File: config.mk
export PLATFORM = sky130hd
export DESIGN_NAME = fifo_param
export DESIGN_NICKNAME = d
export VERILOG_FILES = /design/src/rtl/fifo_param_pkg.sv /design/src/rtl/fifo_param_memoria.sv /design/src/rtl/fifo_param.sv
export SDC_FILE = /design/constraint.sdc
export NUM_CORES = 1
export LEC_CHECK = 0
export CAP_MARGIN = 20
export CORE_MARGIN = 2
export CORE_UTILIZATION = 30
export DETAILED_ROUTE_END_ITERATION = 8
export PLACE_DENSITY = 0.52
export SLEW_MARGIN = 10
export SYNTH_ARGS = -nofsm -noshare
export SYNTH_HDL_FRONTEND = slang
export SYNTH_SLANG_ARGS = --single-unit
File: constraint.sdc
create_clock -name clk -period 3.3 [get_ports clk]
set_input_delay 0.825 -clock clk [delete_from_list [all_inputs] [get_ports clk]]
set_output_delay 0.825 -clock clk [all_outputs]
set_load 0.02 [all_outputs]
File: src/rtl/fifo_param_pkg.sv
// Shared FIFO constants and the operation encoding used by the pointer/count logic.
// Sibling FIFOs and the bench import the same defaults from here.
package fifo_param_pkg;

    localparam int DEF_DATA_WIDTH = 10;
    localparam int DEF_ADDR_WIDTH = 3;

    typedef enum logic [1:0] {
        OP_IDLE = 2'b00,
        OP_PUSH = 2'b01,
        OP_POP  = 2'b10,
        OP_BOTH = 2'b11
    } fifo_op_e;

    function automatic int fifo_depth(input int addr_width);
        return 1 << addr_width;
    endfunction

endpackage

File: src/rtl/fifo_param_memoria.sv
// Dual-port DEPTH x DATA_WIDTH storage: synchronous write, registered read.
// Only the read register is reset; the array keeps whatever it held.
module memoria_param
    import fifo_param_pkg::*;
#(
    parameter int DATA_WIDTH = DEF_DATA_WIDTH,
    parameter int ADDR_WIDTH = DEF_ADDR_WIDTH
) (
    input  logic                  clk,
    input  logic                  reset,
    input  logic                  wr_enable,
    input  logic [ADDR_WIDTH-1:0] wr_ptr,
    input  logic [DATA_WIDTH-1:0] data_in,
    input  logic                  rd_enable,
    input  logic [ADDR_WIDTH-1:0] rd_ptr,
    output logic [DATA_WIDTH-1:0] rd_data
);

    localparam int DEPTH = fifo_depth(ADDR_WIDTH);

    logic [DATA_WIDTH-1:0] mem [DEPTH];
    logic [DATA_WIDTH-1:0] rd_data_q;
    logic [DATA_WIDTH-1:0] rd_data_d;

    always_ff @(posedge clk) begin
        if (wr_enable) begin
            mem[wr_ptr] <= data_in;
        end
    end

    // A same-edge write to rd_ptr (full FIFO, push+pop) returns the old word.
    always_comb begin
        rd_data_d = rd_data_q;
        if (rd_enable) begin
            rd_data_d = mem[rd_ptr];
        end
    end

    always_ff @(posedge clk or negedge reset) begin
        if (!reset) begin
            rd_data_q <= '0;
        end else begin
            rd_data_q <= rd_data_d;
        end
    end

    assign rd_data = rd_data_q;

endmodule

File: src/rtl/fifo_param.sv
// Parametrised synchronous FIFO: internal pointers, occupancy count, threshold flags,
// read-valid strobe and sticky overflow/underflow error around memoria_param.
module fifo_param
    import fifo_param_pkg::*;
#(
    parameter int DATA_WIDTH = DEF_DATA_WIDTH,
    parameter int ADDR_WIDTH = DEF_ADDR_WIDTH
) (
    input  logic                  clk,
    input  logic                  reset,
    input  logic                  push,
    input  logic                  pop,
    input  logic [DATA_WIDTH-1:0] data_in,
    input  logic [ADDR_WIDTH:0]   umbral_alto,
    input  logic [ADDR_WIDTH:0]   umbral_bajo,
    output logic [DATA_WIDTH-1:0] data_out,
    output logic                  valid_out,
    output logic [ADDR_WIDTH:0]   count,
    output logic                  full,
    output logic                  empty,
    output logic                  almost_full,
    output logic                  almost_empty,
    output logic                  error
);

    localparam logic [ADDR_WIDTH:0] FULL_COUNT = {1'b1, {ADDR_WIDTH{1'b0}}};

    logic [ADDR_WIDTH-1:0] wr_ptr_q, wr_ptr_d;
    logic [ADDR_WIDTH-1:0] rd_ptr_q, rd_ptr_d;
    logic [ADDR_WIDTH:0]   count_q, count_d;
    logic                  valid_q, valid_d;
    logic                  error_q, error_d;
    logic                  push_ok;
    logic                  pop_ok;
    fifo_op_e              op;

    assign full         = (count_q == FULL_COUNT);
    assign empty        = (count_q == '0);
    assign almost_full  = (count_q >= umbral_alto);
    assign almost_empty = (count_q <= umbral_bajo);

    // Acceptance uses the registered count; a pop frees the slot a push on full needs.
    assign pop_ok  = pop && !empty;
    assign push_ok = push && (!full || pop_ok);

    always_comb begin
        op       = OP_IDLE;
        count_d  = count_q;
        wr_ptr_d = wr_ptr_q;
        rd_ptr_d = rd_ptr_q;
        valid_d  = pop_ok;
        error_d  = error_q | (push && !push_ok) | (pop && !pop_ok);

        if (push_ok && pop_ok) begin
            op = OP_BOTH;
        end else if (push_ok) begin
            op = OP_PUSH;
        end else if (pop_ok) begin
            op = OP_POP;
        end

        case (op)
            OP_PUSH: count_d = count_q + 1'b1;
            OP_POP:  count_d = count_q - 1'b1;
            default: count_d = count_q;
        endcase

        if (push_ok) begin
            wr_ptr_d = wr_ptr_q + 1'b1;
        end
        if (pop_ok) begin
            rd_ptr_d = rd_ptr_q + 1'b1;
        end
    end

    always_ff @(posedge clk or negedge reset) begin
        if (!reset) begin
            wr_ptr_q <= '0;
            rd_ptr_q <= '0;
            count_q  <= '0;
            valid_q  <= 1'b0;
            error_q  <= 1'b0;
        end else begin
            wr_ptr_q <= wr_ptr_d;
            rd_ptr_q <= rd_ptr_d;
            count_q  <= count_d;
            valid_q  <= valid_d;
            error_q  <= error_d;
        end
    end

    memoria_param #(
        .DATA_WIDTH (DATA_WIDTH),
        .ADDR_WIDTH (ADDR_WIDTH)
    ) u_mem (
        .clk       (clk),
        .reset     (reset),
        .wr_enable (push_ok),
        .wr_ptr    (wr_ptr_q),
        .data_in   (data_in),
        .rd_enable (pop_ok),
        .rd_ptr    (rd_ptr_q),
        .rd_data   (data_out)
    );

    assign count     = count_q;
    assign valid_out = valid_q;
    assign error     = error_q;

endmodule

### Word-level counts from Yosys, hierarchy flattened

Memories as Yosys holds them, arrays and structs flattened. A register that Yosys moved wholly into a read port is not among the register bits.
Index checks and enable logic that the tools add are counted.

| storage, ports and cells | value |
|---|---|
| register bits | 12 |
| bits in latches | 0 |
| RAM bits | 80 |
| memory bits (read-only) | 0 |
| bits of input ports | 22 |
| logic and storage cells | 36 |
| memories kept | 1 |

| operators by class | value |
|---|---|
| add/sub/neg operators | 4 |
| multipliers | 0 |
| divide/modulo/power cells | 0 |
| $lt $le $gt $ge | 2 |
| equality and inequality tests | 3 |
| shift-type cells | 0 |
| multiplexer cells | 6 |
| bitwise gates (word level) | 2 |
| reductions and logical operators | 13 |

Memory list:

| memory | words | bits a word | rd ports | clocked after memory_dff | write ports | RTL line | RTL |
|---|---|---|---|---|---|---|---|
| u_mem.mem | 8 | 10 | 1 | 1 | 1 | fifo_param_memoria.sv:21 | `logic [DATA_WIDTH-1:0] mem [DEPTH];` |

Operators with widths:

| kind | count |
|---|---|
| $pmux W4 S2 | 1 |
| $add A3 B1 Y3 const B | 2 |
| $mux W2 | 3 |
| $logic_and A1 B1 Y1 | 5 |
| $logic_not A1 Y1 | 5 |
| $add A4 B1 Y4 const B | 1 |
| $eq A4 B4 Y1 const B | 1 |
| $ge A4 B4 Y1 | 1 |
| $le A4 B4 Y1 | 1 |
| $logic_not A4 Y1 | 1 |
| $sub A4 B1 Y4 const B | 1 |
| $eq A2 B1 Y1 const B | 1 |
| $eq A2 B2 Y1 const B | 1 |
| $mux W1 | 2 |
| $or A1 B1 Y1 | 2 |
| $reduce_bool A2 Y1 | 1 |
| $logic_or A1 B1 Y1 | 1 |

### Logic depth before layout (Yosys ltp)

Gate-level depths: netlist (run 1).

| logic depth | value |
|---|---|
| word-level depth | 9 |
| mapped depth | 11 |
| depth with buffers taken out | 10 |

### Hierarchy

Synthesis (run 1) repeated with hierarchy kept, for this count alone.

| second synthesis, totals | value |
|---|---|
| cell total of the unflattened synthesis | 290 |
| area, all modules | 4450.5 sq um |

Modules (own cells, without submodules):

| module | instances | cells each | area an instance (sq um) |
|---|---|---|---|
| memoria_param | 1 | 208 | 3578.4 |
| fifo_param | 1 | 82 | 872.1 |

### Worst setup path before layout (run 1)

No wires, ideal clock.

| timing | value |
|---|---|
| kind | input -> output |
| start | input umbral_bajo[1] |
| end | output almost_empty |
| arrival time | 2.042 ns |
| setup slack | 0.433 ns |
| cell stages on the path | 6 |
| cells stage by stage | inv_1 > ha_1 > nor2b_1 > o21a_1 > o21a_1 > o21ai_0 |

| on the way | value |
|---|---|
| word-level cells in the longest chain between the ends | 1 |

RTL lines:

| item | RTL line | RTL |
|---|---|---|
| from (decl) | fifo_param.sv:15 | `input logic [ADDR_WIDTH:0] umbral_bajo,` |
| $le A4 B4 Y1 | fifo_param.sv:40 | `assign almost_empty = (count_q <= umbral_bajo);` |
| to (decl) | fifo_param.sv:22 | `output logic almost_empty,` |

Every way passes these cells.

### Worst setup path in the final report (run 1)

Same ends and word-level chain as after synthesis.

==> results of run 1 <==
==> cell families after synthesis <==
kind of cell	after synthesis	synth area share
muxes	42	0.103
adders and majority gates	13	0.0390
and+or+nand+nor	47	0.0490
xor gates and xnor gates	7	0.0140
buffers and inverters	24	0.0321
AOI/OAI and AO/OA	49	0.0868
DFF	102	0.676
==> final timing paths <==
kind / to / slack [ps] / depth (start not counted)
worst max-delay path: almost_empty / 120 / 8
worst min-delay path: error / 480 / 1
worst max register to register: count[3] / 430 / 10
worst min register to register: error / 480 / 1
max in group asynchronous: rd_ptr_q[0] / 2220 / 2
min in group asynchronous: wr_ptr_q[2] / 830 / 2
==> where the power goes <==
part,leakage [nW],internal (mW),switching [mW]
logic,0.833,0.789,0.873
registers,0.985,1.68,0.219
clock network,0.151,0.603,0.470
==> timing repair <==
| item | in CTS | in global routing |
|---|---|---|
| setup endpoints to repair | 2 | 2 |
| endpoints found under the hold margin | 0 | 0 |
| gates resized for setup | 7 | 2 |
| cloned | 0 | 0 |
| pin swaps | 0 | 0 |
==> layout make-up <==
type | instances | share of cell area
sequential | 102 | 0.555
multi-input combinational | 158 | 0.241
timing repair buffer | 55 | 0.0949
tap | 184 | 0.0432
clock buffer | 10 | 0.0430
clock inverter | 6 | 0.0148
inverter | 12 | 0.00846
==> sequential cells by signal, indices dropped and copies added, names as in the netlist <==
name	count
error	1
rd_ptr_q	3
valid_out	1
count	4
u_mem.mem	80
wr_ptr_q	3
u_mem.rd_data	10
==> synthesized netlist by cell type (all sizes together), types with 2 or more instances <==
cell type / count / area (um^2)
edfxtp: 80 / 2400
nand2: 23 / 86.3
dfrtp: 22 / 551
mux2: 21 / 240
mux2i: 21 / 210
o21ai: 14 / 85.1
ha: 12 / 150
inv: 12 / 45.0
buf: 11 / 91.3
o22ai: 11 / 75.1
a221o: 10 / 100
nor2: 8 / 30.0
xnor2: 6 / 52.6
nand2b: 5 / 31.3
nor3: 4 / 20.0
a21o: 3 / 22.5
nor2b: 3 / 18.8
o21a: 3 / 22.5
o21bai: 2 / 15.0
==> worst max-delay path, delay by kind of cell <==
| family | cells | cell delay (ps) |
|---|---|---|
| fa+ha+maj | 1 | 290 |
| buf+inv | 3 | 670 |
| compound gates | 3 | 430 |
| simple gates | 1 | 140 |
==> routing by layer <==
layer	wire, um	share of wire	GRT usage	vias up
li1	-	-	-	1188
met1	3850	0.46	0.151	1174
met2	4000	0.48	0.187	52
met3	355	0.043	0.0309	8
met4	112	0.013	0.0357	0
met5	0	0	0	-
==> metrics by stage <==
stage | TNS [ps] | hold slack, ps
after floorplan | 0 | 506
after global placement | -514 | 464
after detailed placement | -573 | 468
after CTS | 0 | 483
after global routing | 0 | 516
final | 0 | 477
==> metrics.md, run 1 <==
| Metric | Value |
|---|---|
| Final Core Density | 0.371 |
| Min-Delay Path Class | register to register |
| Vias | 2422 |
| Initial antenna violation count | 0 |
| Worst slack, placed | -357 ps |
| Io pins | 42 |
| Num CTS Buffers | 9 |
| FMAX | 314 MHz |
| Core Area | 14400 um^2 |
| Overall power | 4.63 mW |
| FF+latch area | 2950 um^2 |
| GRT Util Overall | 0.115 |
| H-tree Lvls | 3 |
| Hold Startpoint | error |
| Worst VDD drop | 305 uV |
| Netlist cell types | 42 |
| Sequential element share of the synthesized area | 0.676 |
| Initial Util | 0.304 |
| Drc violations | 0 |
| Commonest non-fill, non-tap cell in the layout | edfxtp_1 |
| Final worst path period share | 0.964 |
| CP max-delay cell | clkdlybuf4s50_1 |
| EDFF count, synth | 80 |
| Area Growth Syn to Fin | 21.9% |
| Run status | finished clean |
| Non-Filler Instances | 527 |
| HPWL Detailed | 5440 um |
| Avg Cell Area, Syn | 15.4 um^2 |
| Synthesized flop and latch total | 102 |
| Post-CTS Setup Inserts | 0 |
| Row count | 44 |
| Ant. Diodes | 0 |
| FF-to-FF Start | count[1] |
| Initial DRC Count | 135 |
| Largest stage delay on the critical path | 460 ps |
| First-pass GRT wire length | 13700 um |
| Multi-input gate area | 1280 um^2 |
| Final Cell Area | 5320 um^2 |
| Vias in the first global route | 2484 |
| TritonCTS clock tree | built |
| Final net count | 373 |
| CP startpoint | umbral_bajo[1] |
| Worst slew pin tran | 1010 ps |
| Most frequent cells in the layout | edfxtp_1, clkdlybuf4s50_1, nand2_1, mux2i_1, dfrtp_1 |
| Clk_lat worst skew | 350 ps |
| DRT Pass-1 Iters | 5 |
| Critical path, cell by cell | clkdlybuf4s50_1 -> inv_1 -> ha_1 -> nor2b_1 -> o21a_1 -> o21a_1 -> o21ai_1 -> buf_2 |
| Worst-path fanout max | 2 |
| Vias per cell | 4.60 |
| Cell Area, Placed | 5030 um^2 |
| CP endpoint kind | output pin |
| Final setup fails | 0 |
| Arrival @ worst endpoint | 2360 ps |
| # fillers | 1330 |
| Final slew viol count | 0 |
| Synthesized area | 4370 um^2 |
| CTS Sinks | 102 |
| Kind of critical path | primary input to output pin |
| Layout cell share with drive strength beyond 1 | 0.172 |
| Synth Flop Type | edfxtp_1 |
| PwrDens | 870 nW/um^2 |
| Root Buffer | clkbuf_16 |
| Syn Inst Count | 284 |
| Cells after DPL | 511 |
| Post-synth ARST share | 0.216 |
| Crit path required time | 2470 ps |
| Crit path time final | 3180 ps |
| Die height | 125 um |
| Final Skew | 10.5 ps |
| Grt ovf | 0 |
| Post-Syn Nets | 319 |
| I/O Buffers | 41 |
| CTS max path bufs | 2 |
| Final hold vios | 0 |
| Setup crit start kind | primary input |
| Ys Warns | 0 |
| Die area | 15500 um^2 |
| Most used cell, CP | o21a_1 |
| Post-CTS Hold Buffers | 0 |
| Final WS setup | 117 ps |
| LEAKAGE | 1.97 nW |
| Unrepaired setup endpoints after global routing | no |
| ANT nets after route | 0 |
| Routed length per instance | 15.8 um |
| Final WL | 8320 um |
| Slew headroom | 0.323 |
| Largest net degree at the start of global routing | 23 |
| Max capacitance violation total | 0 |
| Die width | 125 um |
| Routability cong. | 0.743 |
| Clock slew at reported path FFs | 60 ps |
(Power assumes the default switching activity.)
==> run 2: changes to the inputs <==
Settings changed: CTS_CLUSTER_DIAMETER set to 120.
==> results of run 2 <==
The final DEF is identical to that of run 1; final timing and power are the same.
==> run 3: changes to the inputs <==
Settings changed: CORE_ASPECT_RATIO set to 0.7, SLEW_MARGIN 10 to 30.
==> run 3 against run 2 <==
Against the previous run:
- clock power increased by 5%
- global-route usage increased by 0.28 points
- sequential power increased by 2%
- setup slack got worse by 6.7 ps
- maximum frequency decreased by 0.21%
- utilization increased by 1.4 points
- cell count increased by 2.7%
- routed wire length increased by 2.0%
- critical path depth unchanged
- power increased by 1.3%
==> metrics.md, run 3 (synthesis results as in run 1) <==
| Metric | Value |
|---|---|
| HPWL Detailed | 5920 um |
| CTS Sinks | 102 |
| Worst VDD drop | 397 uV |
| CP endpoint kind | output pin |
| Final WL | 8480 um |
| R2r setup slk | 660 ps |
| TritonCTS clock tree | built |
| ANT nets after route | 0 |
| # fillers | 1367 |
| Most frequent cells in the layout | edfxtp_1, clkdlybuf4s50_1, nand2_1, buf_4 |
| Worst slew pin tran | 813 ps |
| Buf+Inv Stages, Crit Path | 3 |
| Unrepaired setup endpoints after global routing | no |
| Switch Pwr | 1.54 mW |
| Sw Ratio | 0.328 |
| Vias | 2453 |
| Routability cong. | 0.727 |
| Final hold vios | 0 |
| Seq pwr share | 0.411 |
| Core Area | 14100 um^2 |
| Met3 Use GR | 0.0314 |
| Comb power frac | 0.351 |
| Initial DRC Count | 99 |
| Clock Power Share | 0.238 |
| Ant. Diodes | 0 |
| Row count | 36 |
| Die area | 15600 um^2 |
| Die width | 148 um |
| Slew headroom | 0.458 |
| Final slew viol count | 0 |
| Overall power | 4.69 mW |
| Drc violations | 0 |
| Largest register FFs | 80 |
| Grt ovf | 0 |
| Crit path time final | 3190 ps |
| I/O Buffers | 41 |
| Run status | finished clean |
| Final net count | 381 |
| Final setup fails | 0 |
| Top reg by flops | u_mem.mem |
| Fin Setup TNS | 0 ps |
| Final Skew | 6.05 ps |
| DRT Pass-1 Iters | 4 |
| Top delay family on crit path | buffers and inverters |
| Clock slew at reported path FFs | 60 ps |
| GRT Util Overall | 0.118 |
| Post-CTS Setup Inserts | 0 |
| Met2 Use GR | 0.180 |
| Commonest non-fill, non-tap cell in the layout | edfxtp_1 |
| Die height | 105 um |
| Vias in the first global route | 2436 |
| Most used cell, CP | o21a_1 |
| Max capacitance violation total | 0 |
| Routed length per instance | 15.7 um |
| Kind of critical path | primary input to output pin |
| Area Growth Syn to Fin | 23.7% |
| Post-CTS Hold Buffers | 0 |
| LEAKAGE | 2.01 nW |
| Int Pwr | 3.15 mW |
| Setup crit start kind | primary input |
| Final worst path period share | 0.967 |
| Critical path, cell by cell | clkdlybuf4s50_1 -> inv_1 -> ha_1 -> nor2b_1 -> o21a_1 -> o21a_1 -> o21ai_0 -> buf_2 |
| First-pass GRT wire length | 13700 um |
| PwrDens | 868 nW/um^2 |
| Initial antenna violation count | 0 |
| FMAX | 314 MHz |
| CTS max path bufs | 2 |
| H-tree Lvls | 3 |
| Initial Util | 0.311 |
| Layout cell share with drive strength beyond 1 | 0.197 |
| CP max-delay cell | clkdlybuf4s50_1 |
| Num CTS Buffers | 9 |
| Root Buffer | clkbuf_16 |
| Clk_lat worst skew | 340 ps |
| Crit path required time | 2470 ps |
| Gr busiest metal | met2 |
| Io pins | 42 |
| WHS | 479 ps |
| Min-Delay Path Class | register to register |
| Final Core Density | 0.385 |
| Worst-path fanout max | 2 |
| Vias per cell | 4.53 |
| Largest net degree at the start of global routing | 32 |
| Arrival @ worst endpoint | 2360 ps |
| GR Layer Usage met1 | 0.164 |
| Largest stage delay on the critical path | 460 ps |
## run 3: final cells by class
cell class / instances / area [um^2] / share of cell area
Inverter: 12 / 45.0 / 0.00834
Clock buffer: 10 / 229 / 0.0424
Tap cell: 190 / 238 / 0.0440
Multi-Input combinational cell: 158 / 1290 / 0.238
Timing Repair Buffer: 63 / 566 / 0.105
Clock inverter: 6 / 86.3 / 0.0160
Sequential cell: 102 / 2950 / 0.547
## run 3: power by group through the flow
stage	clock network, mW	registers (mW)	logic [mW]
2_1_floorplan	0	1.96	1.08
3_3_place_gp	0	1.95	1.66
3_5_place_dp	0	1.96	1.69
4_1_cts	1.15	1.93	1.68
5_1_grt	1.20	1.97	1.82
6_report	1.12	1.93	1.64
## run 3: timing repair
| item | 4_1_cts | 5_1_grt |
|---|---|---|
| resized for setup | 7 | 1 |
| setup endpoints to repair | 2 | 1 |
| gates cloned | 0 | 0 |
## run 3: worst register-to-register path: cells and delay by family, from the launching register on
| kind | cells | cell delay [ps] |
|---|---|---|
| fa+ha+maj | 1 | 270 |
| compound gates | 4 | 570 |
| flops | 1 | 440 |
| simple gates | 3 | 1090 |
| buf+inv | 2 | 140 |
## run 3: worst paths after layout
kind | from | end | depth (start not counted)
min in group asynchronous | reset | error | 2
worst max-delay path | umbral_bajo[1] | almost_empty | 8
worst min-delay path | u_mem.rd_data[7] | u_mem.rd_data[7] | 2
worst max register to register | count[1] | count[3] | 10
worst min register to register | u_mem.rd_data[7] | u_mem.rd_data[7] | 2
max in group asynchronous | reset | rd_ptr_q[0] | 2
## run 3: metal layers
metal | vias to the layer above | part of all wire
met5 | - | 0
met3 | 12 | 0.033
li1 | 1197 | -
met2 | 48 | 0.46
met1 | 1196 | 0.49
met4 | 0 | 0.013
## run 3: stage by stage
step                setup slack (ps)  instance area [um^2]  cells
finish                           110                  5400    541
global route                    19.3                  5400    541
CTS                             1.83                  5400    541
detailed placement              -359                  5090    525
global placement                -317                  5090    525
floorplan                        433                  4370    284
